<file path="config.mk">
export PLATFORM = sky130hd
export DESIGN_NAME = pipe_stage_reg_flat
export DESIGN_NICKNAME = d
export VERILOG_FILES = /design/src/rtl/pipe_stage_reg_pkg.sv /design/src/rtl/pipe_stage_reg_if.sv /design/src/rtl/pipe_stage_reg_slot.sv /design/src/rtl/pipe_stage_reg.sv /design/src/flat_wrapper.sv
export SDC_FILE = /design/constraint.sdc
export NUM_CORES = 1
export LEC_CHECK = 0
export CAP_MARGIN = 40
export CORE_AREA = 2 2 171 173
export DETAILED_ROUTE_END_ITERATION = 16
export DIE_AREA = 0 0 173 175
export GPL_TIMING_DRIVEN = 0
export PLACE_DENSITY = 0.66
export RECOVER_POWER = 100
export SLEW_MARGIN = 10
export SYNTH_ARGS = -nofsm -noshare
export SYNTH_HDL_FRONTEND = slang
export SYNTH_SLANG_ARGS = --single-unit
</file>
<file path="constraint.sdc">
create_clock -name clk -period 1.7 [get_ports clk]
set_input_delay 0.17 -clock clk [delete_from_list [all_inputs] [get_ports clk]]
set_output_delay 0.17 -clock clk [all_outputs]
set_load 0.01 [all_outputs]
</file>
<file path="src/rtl/pipe_stage_reg_pkg.sv">
// Shared types and payload layout for the inter-stage pipeline register.
// Default payload is the E/M bundle {cmp, alu, mem}.
package pipe_stage_reg_pkg;

  localparam logic [31:0] DEF_NOP_INSTR = 32'd0;

  typedef enum logic [1:0] {
    ST_EMPTY,
    ST_ONE,
    ST_TWO
  } state_e;

  localparam int MEM_W   = 32;
  localparam int ALU_W   = 32;
  localparam int CMP_W   = 1;
  localparam int ALU_OFF = MEM_W;
  localparam int CMP_OFF = ALU_OFF + ALU_W;
  localparam int EX_DATA_W = CMP_OFF + CMP_W;

  function automatic logic [EX_DATA_W-1:0] pack_ex(
    input logic [CMP_W-1:0] cmp,
    input logic [ALU_W-1:0] alu,
    input logic [MEM_W-1:0] mem
  );
    return {cmp, alu, mem};
  endfunction

endpackage

</file>
<file path="src/rtl/pipe_stage_reg_if.sv">
// Valid/ready bundle between pipeline stages.
// master drives the entry, slave answers with ready.
interface pipe_stage_reg_if
  import pipe_stage_reg_pkg::*;
#(
  parameter int INSTR_W = 32,
  parameter int PC_W    = 32,
  parameter int DATA_W  = EX_DATA_W
);

  logic               valid;
  logic               ready;
  logic [INSTR_W-1:0] instr;
  logic [PC_W-1:0]    pc8;
  logic [DATA_W-1:0]  data;

  modport master (
    output valid, instr, pc8, data,
    input  ready
  );

  modport slave (
    input  valid, instr, pc8, data,
    output ready
  );

endinterface

</file>
<file path="src/rtl/pipe_stage_reg_slot.sv">
// One held pipeline entry: valid flag plus instr/pc8/data.
// Clear beats load so a flush always empties the slot.
module pipe_slot #(
  parameter int INSTR_W = 32,
  parameter int PC_W    = 32,
  parameter int DATA_W  = 65
) (
  input  logic               clk,
  input  logic               rst_i,
  input  logic               clr_i,
  input  logic               ld_i,
  input  logic [INSTR_W-1:0] instr_i,
  input  logic [PC_W-1:0]    pc8_i,
  input  logic [DATA_W-1:0]  data_i,
  output logic               valid_o,
  output logic [INSTR_W-1:0] instr_o,
  output logic [PC_W-1:0]    pc8_o,
  output logic [DATA_W-1:0]  data_o
);

  logic               valid_q;
  logic [INSTR_W-1:0] instr_q;
  logic [PC_W-1:0]    pc8_q;
  logic [DATA_W-1:0]  data_q;

  always_ff @(posedge clk) begin
    if (rst_i || clr_i) begin
      valid_q <= 1'b0;
      instr_q <= '0;
      pc8_q   <= '0;
      data_q  <= '0;
    end else if (ld_i) begin
      valid_q <= 1'b1;
      instr_q <= instr_i;
      pc8_q   <= pc8_i;
      data_q  <= data_i;
    end
  end

  assign valid_o = valid_q;
  assign instr_o = instr_q;
  assign pc8_o   = pc8_q;
  assign data_o  = data_q;

endmodule

</file>
<file path="src/rtl/pipe_stage_reg.sv">
// Inter-stage pipeline register with stall, flush and bubble-to-NOP.
// SKID=1 adds a second slot so in_ready comes straight from a flop.
module pipe_stage_reg
  import pipe_stage_reg_pkg::*;
#(
  parameter int               INSTR_W   = 32,
  parameter int               PC_W      = 32,
  parameter int               DATA_W    = EX_DATA_W,
  parameter bit               SKID      = 1'b1,
  parameter logic [INSTR_W-1:0] NOP_INSTR = INSTR_W'(DEF_NOP_INSTR)
) (
  input  logic                    clk,
  input  logic                    reset,
  input  logic                    flush_i,
  pipe_stage_reg_if.slave         in_if,
  pipe_stage_reg_if.master        out_if,
  output logic [1:0]              occupancy_o
);

  state_e state_q, state_d;

  logic accept, consume;
  logic main_ld, main_clr;
  logic skid_ld, skid_clr;
  logic from_skid;

  logic               main_v, skid_v;
  logic [INSTR_W-1:0] main_instr, skid_instr, main_instr_d;
  logic [PC_W-1:0]    main_pc8, skid_pc8, main_pc8_d;
  logic [DATA_W-1:0]  main_data, skid_data, main_data_d;

  assign accept  = in_if.valid & in_if.ready;
  assign consume = main_v & out_if.ready;

  always_ff @(posedge clk) begin
    if (reset) state_q <= ST_EMPTY;
    else       state_q <= state_d;
  end

  always_comb begin
    state_d   = state_q;
    main_ld   = 1'b0;
    main_clr  = 1'b0;
    skid_ld   = 1'b0;
    skid_clr  = 1'b0;
    from_skid = 1'b0;
    unique case (state_q)
      ST_EMPTY: begin
        if (accept) begin
          main_ld = 1'b1;
          state_d = ST_ONE;
        end
      end
      ST_ONE: begin
        if (accept && consume) begin
          main_ld = 1'b1;
        end else if (accept && SKID) begin
          skid_ld = 1'b1;
          state_d = ST_TWO;
        end else if (consume) begin
          main_clr = 1'b1;
          state_d  = ST_EMPTY;
        end
      end
      ST_TWO: begin
        if (consume) begin
          main_ld   = 1'b1;
          from_skid = 1'b1;
          skid_clr  = 1'b1;
          state_d   = ST_ONE;
        end
      end
      default: state_d = ST_EMPTY;
    endcase
    // Flush overrides any same-cycle accept or consume.
    if (flush_i) begin
      state_d   = ST_EMPTY;
      main_ld   = 1'b0;
      skid_ld   = 1'b0;
      from_skid = 1'b0;
      main_clr  = 1'b1;
      skid_clr  = 1'b1;
    end
  end

  assign main_instr_d = from_skid ? skid_instr : in_if.instr;
  assign main_pc8_d   = from_skid ? skid_pc8   : in_if.pc8;
  assign main_data_d  = from_skid ? skid_data  : in_if.data;

  pipe_slot #(
    .INSTR_W (INSTR_W),
    .PC_W    (PC_W),
    .DATA_W  (DATA_W)
  ) u_main (
    .clk     (clk),
    .rst_i   (reset),
    .clr_i   (main_clr),
    .ld_i    (main_ld),
    .instr_i (main_instr_d),
    .pc8_i   (main_pc8_d),
    .data_i  (main_data_d),
    .valid_o (main_v),
    .instr_o (main_instr),
    .pc8_o   (main_pc8),
    .data_o  (main_data)
  );

  if (SKID) begin : g_skid
    pipe_slot #(
      .INSTR_W (INSTR_W),
      .PC_W    (PC_W),
      .DATA_W  (DATA_W)
    ) u_skid (
      .clk     (clk),
      .rst_i   (reset),
      .clr_i   (skid_clr),
      .ld_i    (skid_ld),
      .instr_i (in_if.instr),
      .pc8_i   (in_if.pc8),
      .data_i  (in_if.data),
      .valid_o (skid_v),
      .instr_o (skid_instr),
      .pc8_o   (skid_pc8),
      .data_o  (skid_data)
    );
    assign in_if.ready = (state_q != ST_TWO);
  end else begin : g_noskid
    logic unused_skid;
    assign unused_skid = skid_ld | skid_clr;
    assign skid_v      = 1'b0;
    assign skid_instr  = '0;
    assign skid_pc8    = '0;
    assign skid_data   = '0;
    assign in_if.ready = !main_v | out_if.ready;
  end

  assign occupancy_o = {1'b0, main_v} + {1'b0, skid_v};

  assign out_if.valid = main_v;
  assign out_if.instr = main_v ? main_instr : NOP_INSTR;
  assign out_if.pc8   = main_v ? main_pc8   : '0;
  assign out_if.data  = main_v ? main_data  : '0;

endmodule

</file>
<file path="src/flat_wrapper.sv">
// flat-port wrapper written by rule: the top's interface ports become plain ports
module pipe_stage_reg_flat import pipe_stage_reg_pkg::*;
#(
  parameter int               INSTR_W   = 32,
  parameter int               PC_W      = 32,
  parameter int               DATA_W    = EX_DATA_W,
  parameter bit               SKID      = 1'b1,
  parameter logic [INSTR_W-1:0] NOP_INSTR = INSTR_W'(DEF_NOP_INSTR)
)
  (clk, reset, flush_i, occupancy_o, in_if_valid, in_if_instr, in_if_pc8, in_if_data, in_if_ready, out_if_valid, out_if_instr, out_if_pc8, out_if_data, out_if_ready);
  pipe_stage_reg_if #(.INSTR_W(INSTR_W), .PC_W(PC_W), .DATA_W(DATA_W)) in_if_i ();
  pipe_stage_reg_if #(.INSTR_W(INSTR_W), .PC_W(PC_W), .DATA_W(DATA_W)) out_if_i ();
  input  logic clk;
  input  logic reset;
  input  logic flush_i;
  output logic [1:0] occupancy_o;
  input wire logic [$bits(in_if_i.valid)-1:0] in_if_valid;
  input wire logic [$bits(in_if_i.instr)-1:0] in_if_instr;
  input wire logic [$bits(in_if_i.pc8)-1:0] in_if_pc8;
  input wire logic [$bits(in_if_i.data)-1:0] in_if_data;
  output wire logic [$bits(in_if_i.ready)-1:0] in_if_ready;
  output wire logic [$bits(out_if_i.valid)-1:0] out_if_valid;
  output wire logic [$bits(out_if_i.instr)-1:0] out_if_instr;
  output wire logic [$bits(out_if_i.pc8)-1:0] out_if_pc8;
  output wire logic [$bits(out_if_i.data)-1:0] out_if_data;
  input wire logic [$bits(out_if_i.ready)-1:0] out_if_ready;
  assign in_if_i.valid = in_if_valid;
  assign in_if_i.instr = in_if_instr;
  assign in_if_i.pc8 = in_if_pc8;
  assign in_if_i.data = in_if_data;
  assign in_if_ready = in_if_i.ready;
  assign out_if_valid = out_if_i.valid;
  assign out_if_instr = out_if_i.instr;
  assign out_if_pc8 = out_if_i.pc8;
  assign out_if_data = out_if_i.data;
  assign out_if_i.ready = out_if_ready;
  pipe_stage_reg #(.INSTR_W(INSTR_W), .PC_W(PC_W), .DATA_W(DATA_W), .SKID(SKID), .NOP_INSTR(NOP_INSTR)) u_core (.clk(clk), .reset(reset), .flush_i(flush_i), .in_if(in_if_i), .out_if(out_if_i), .occupancy_o(occupancy_o));
endmodule
</file>
==> summary.md <==
| Metric | Value |
|---|---|
| Outcome | `finished with violations` |
| Failing checks | `setup timing` |
| #FFs+latches synth | `262` |
| Overflow after GRT | `0` |
| First-pass detailed-route iteration total | `5` |
| Hold Startpoint | `in_if_data[2]` |
| Hold-fix buffers, CTS | `0` |
| Syn Inst Count | `roughly 1,500` |
| Highest Clock Rate | `549.5 MHz` |
| Final setup violating endpoints | `114` |
| Routed Antenna Nets | `0` |
| First-pass GRT wire length | `58,550 um` |
| Hpwl dp | `25,500 um` |
| Final hold viol count | `0` |
| Overall Global Routing Usage | `23.67%` |
| Worst-margin pin slew | `0.4894 ns` |
| CP max stage delay | `approximately 0.36 ns` |
| Via density | `5.236` |
| Vias in the first global route | `10,671` |
| Hold Path Class | `in -> reg` |
| Crit path DAT | `1.65 ns` |
| Starting Density | `roughly 40%` |
| Share of cells above drive strength 1 | `25.51%` |
| Worst Setup SP | `u_core.u_main.valid_o$_SDFFE_PP0P_` |
| Num ports | `267` |
| Fin crit period | `1.820 ns` |
| Met1 WL | `17,160 um` |
| Most common cell after layout, fill and taps aside | `nand2_1` |
| Setup WS post-layout | `-0.1200 ns` |
| Clock Pin Slew Worst Setup and Hold Paths | `about 0.060 ns` |
| Core box area | `28,390 um2` |
| # rows | `62` |
| Sequential element share of the synthesized area | `46.48%` |
| Synth warn | `0` |
| Filler cells | `2,628` |
| CP Cell Sequence | `clkbuf_16 > clkbuf_16 > clkbuf_16 > and2_4 > buf_6` |
| Die span in x | `173 um` |
| Avg Inst Size Synth | `slightly below 8 um2` |
| Port buffer count | `266` |
| Synth cell types | `22` |
| Most frequent cells in the layout | `490 x nand2_1, 259 x dfxtp_1, 133 x clkdlybuf4s50_1` |
| P_leak | `6.769 nW` |
| GPL Wtd Cong | `0.8253` |
| Clock buffer depth | `3` |
| Root Driver | `clkbuf_16` |
| Die height | `175 um` |
| Slowest cell on crit path | `dfxtp_4` |
| Final core utilization | `58.45%` |
| Clock Skews | `0.007997 ns` |
| 1st-iter DRT viols | `between 800 and 900` |
| Peak VDD IR | `0.7397 mV` |
| H-Tree Depth | `1` |
| Max-slew violation count | `0` |
| Area Overhead vs Synth | `47.07%` |
| Routed WL | `38,800 um` |
| Period utilization | `107.1%` |
| Remaining DRCs | `0` |
| Hold Crit Depth | `3` |
| Crit path max fanout | `6` |
| Critical path type | `reg -> out` |
| Initial antenna violation count | `8` |
| FF-to-FF path depth | `6` |
| Largest net degree at the start of global routing | `20` |
| DR WL met2 | `18,090 um` |
| CP Launch Type | `flip-flop` |
| DR WL/cell | `17.72 um` |
| CP endpoint kind | `primary output` |
| Slew margin rel. | `67.37%` |
| DR WL met3 | `2501 um` |
| Full die area | `30,280 um2` |
| R2R Path Start | `u_core.state_q[1]$_SDFFE_PP0P_` |
| TritonCTS clock tree | `built` |
| Top routing layer in use | `met5` |
| Nets | `approximately 1,900` |
| Design Power | `14.17 mW` |
| Max-Cap Viols | `0` |
| Synth Cell Area | `11,280 um2` |
| PD cells | `854.1 nW/um2` |
| Pre-CTS WS | `-0.9635 ns` |
| RSZ-0062 raised after global routing | `true` |
| Worst-skew pair later-pin latency | `0.54 ns` |
| Num CTS Buffers | `29` |
| Setup TNS | `-8.063 ns` |
| Most used cell along the critical path | `clkbuf_16` |
| Syn Nets | `1,595` |
| Crit path required time | `between 1.5 and 2 ns` |
| DR vias | `11,467` |
| Sink Count | `262` |
==> routing by layer <==
metal,global-route usage [%],vias up
met3,4.961,69
li1,-,5605
met2,38.25,396
met1,31.84,5389
met5,0,-
met4,7.133,8
==> cell usage after synthesis (all sizes together) <==
master | instances | area (um2)
buf | 109 | 554.3
dfxtp | 262 | 5245
nand2b | 5 | 33.78
o31ai | 129 | 968.4
nand2 | 519 | 1951
nor2 | 5 | 18.77
clkbuf | 32 | 120.1
o31a | 1 | 8.760
or2 | 2 | 12.51
nand3b | 1 | 7.510
o21a | 2 | 15.01
a31oi | 129 | 807.0
nor3b | 1 | 12.51
ha | 1 | 12.51
or3b | 1 | 8.760
and2 | 129 | 807.0
a21oi | 132 | 701.9
==> what timing repair did <==
item                                    CTS  global route
pin swaps                                 1            29
buffers inserted                          8             3
cloned                                    3            13
resized for setup                       698           239
endpoints found under the setup margin  394           347
==> cell type report <==
cell class / instances / area [um2] / share of cell area (%)
buffer: 137 / 1259 / 7.584
sequential: 262 / 5254 / 31.66
antenna: 3 / 7.507 / 0.04524
tap: 384 / 480.5 / 2.895
multi-input combinational: 1057 / 5768 / 34.76
clock inverter: 9 / 95.09 / 0.5730
clock buffer: 44 / 842.1 / 5.074
timing repair buffer: 294 / 2890 / 17.42
==> power breakdown <==
part           internal [mW]  switching [mW]
logic                  0.757           0.768
clock network           3.69            2.54
registers               6.31           0.103
total                   10.8            3.41
==> per-stage QoR <==
step	hold slack [ns]	std cells	area (um2)
5_1_grt	0.2076	2189	16590
4_1_cts	0.1871	2173	15570
2_1_floorplan	0.3060	1460	11280
3_5_place_dp	0.4467	2111	14440
6_report	0.2056	2190	16600
3_3_place_gp	0.4414	2110	14430
==> cells by family after synthesis <==
group                    share of synthesized area, %
buffers and inverters                           5.976
flip-flops                                      46.48
adder cells (fa/ha/maj)                        0.1109
AND/OR/NAND/NOR                                 25.27
AO/OA/AOI/OAI                                   22.16
==> sequential cells by signal, indices dropped and copies added, names as in the netlist <==
name	cells
u_core.u_main.instr_o	32
u_core.g_skid.u_skid.instr_o	32
u_core.g_skid.u_skid.data_o	65
u_core.u_main.pc8_o	32
u_core.g_skid.u_skid.pc8_o	32
u_core.state_q	2
u_core.u_main.valid_o	1
u_core.u_main.data_o	65
u_core.g_skid.u_skid.valid_o	1
==> path summary, 6_finish.rpt <==
| path | endpoint | slack [ns] |
|---|---|---|
| min | u_core.g_skid.u_skid.data_o[2]$_SDFFE_PP0P_ | 0.21 |
| max | out_if_data[27] | -0.12 |
| min reg2reg | u_core.g_skid.u_skid.data_o[38]$_SDFFE_PP0P_ | 0.45 |
| max reg2reg | u_core.g_skid.u_skid.instr_o[16]$_SDFFE_PP0P_ | -0.03 |
==> critical path, delay by kind of cell (launching register included) <==
kind	cells	cell delay, ns
buffers and inverters	4	0.60
flip-flops	1	0.36
AND/OR/NAND/NOR	1	0.13
Note: power is estimated with default switching activity, not from simulation.
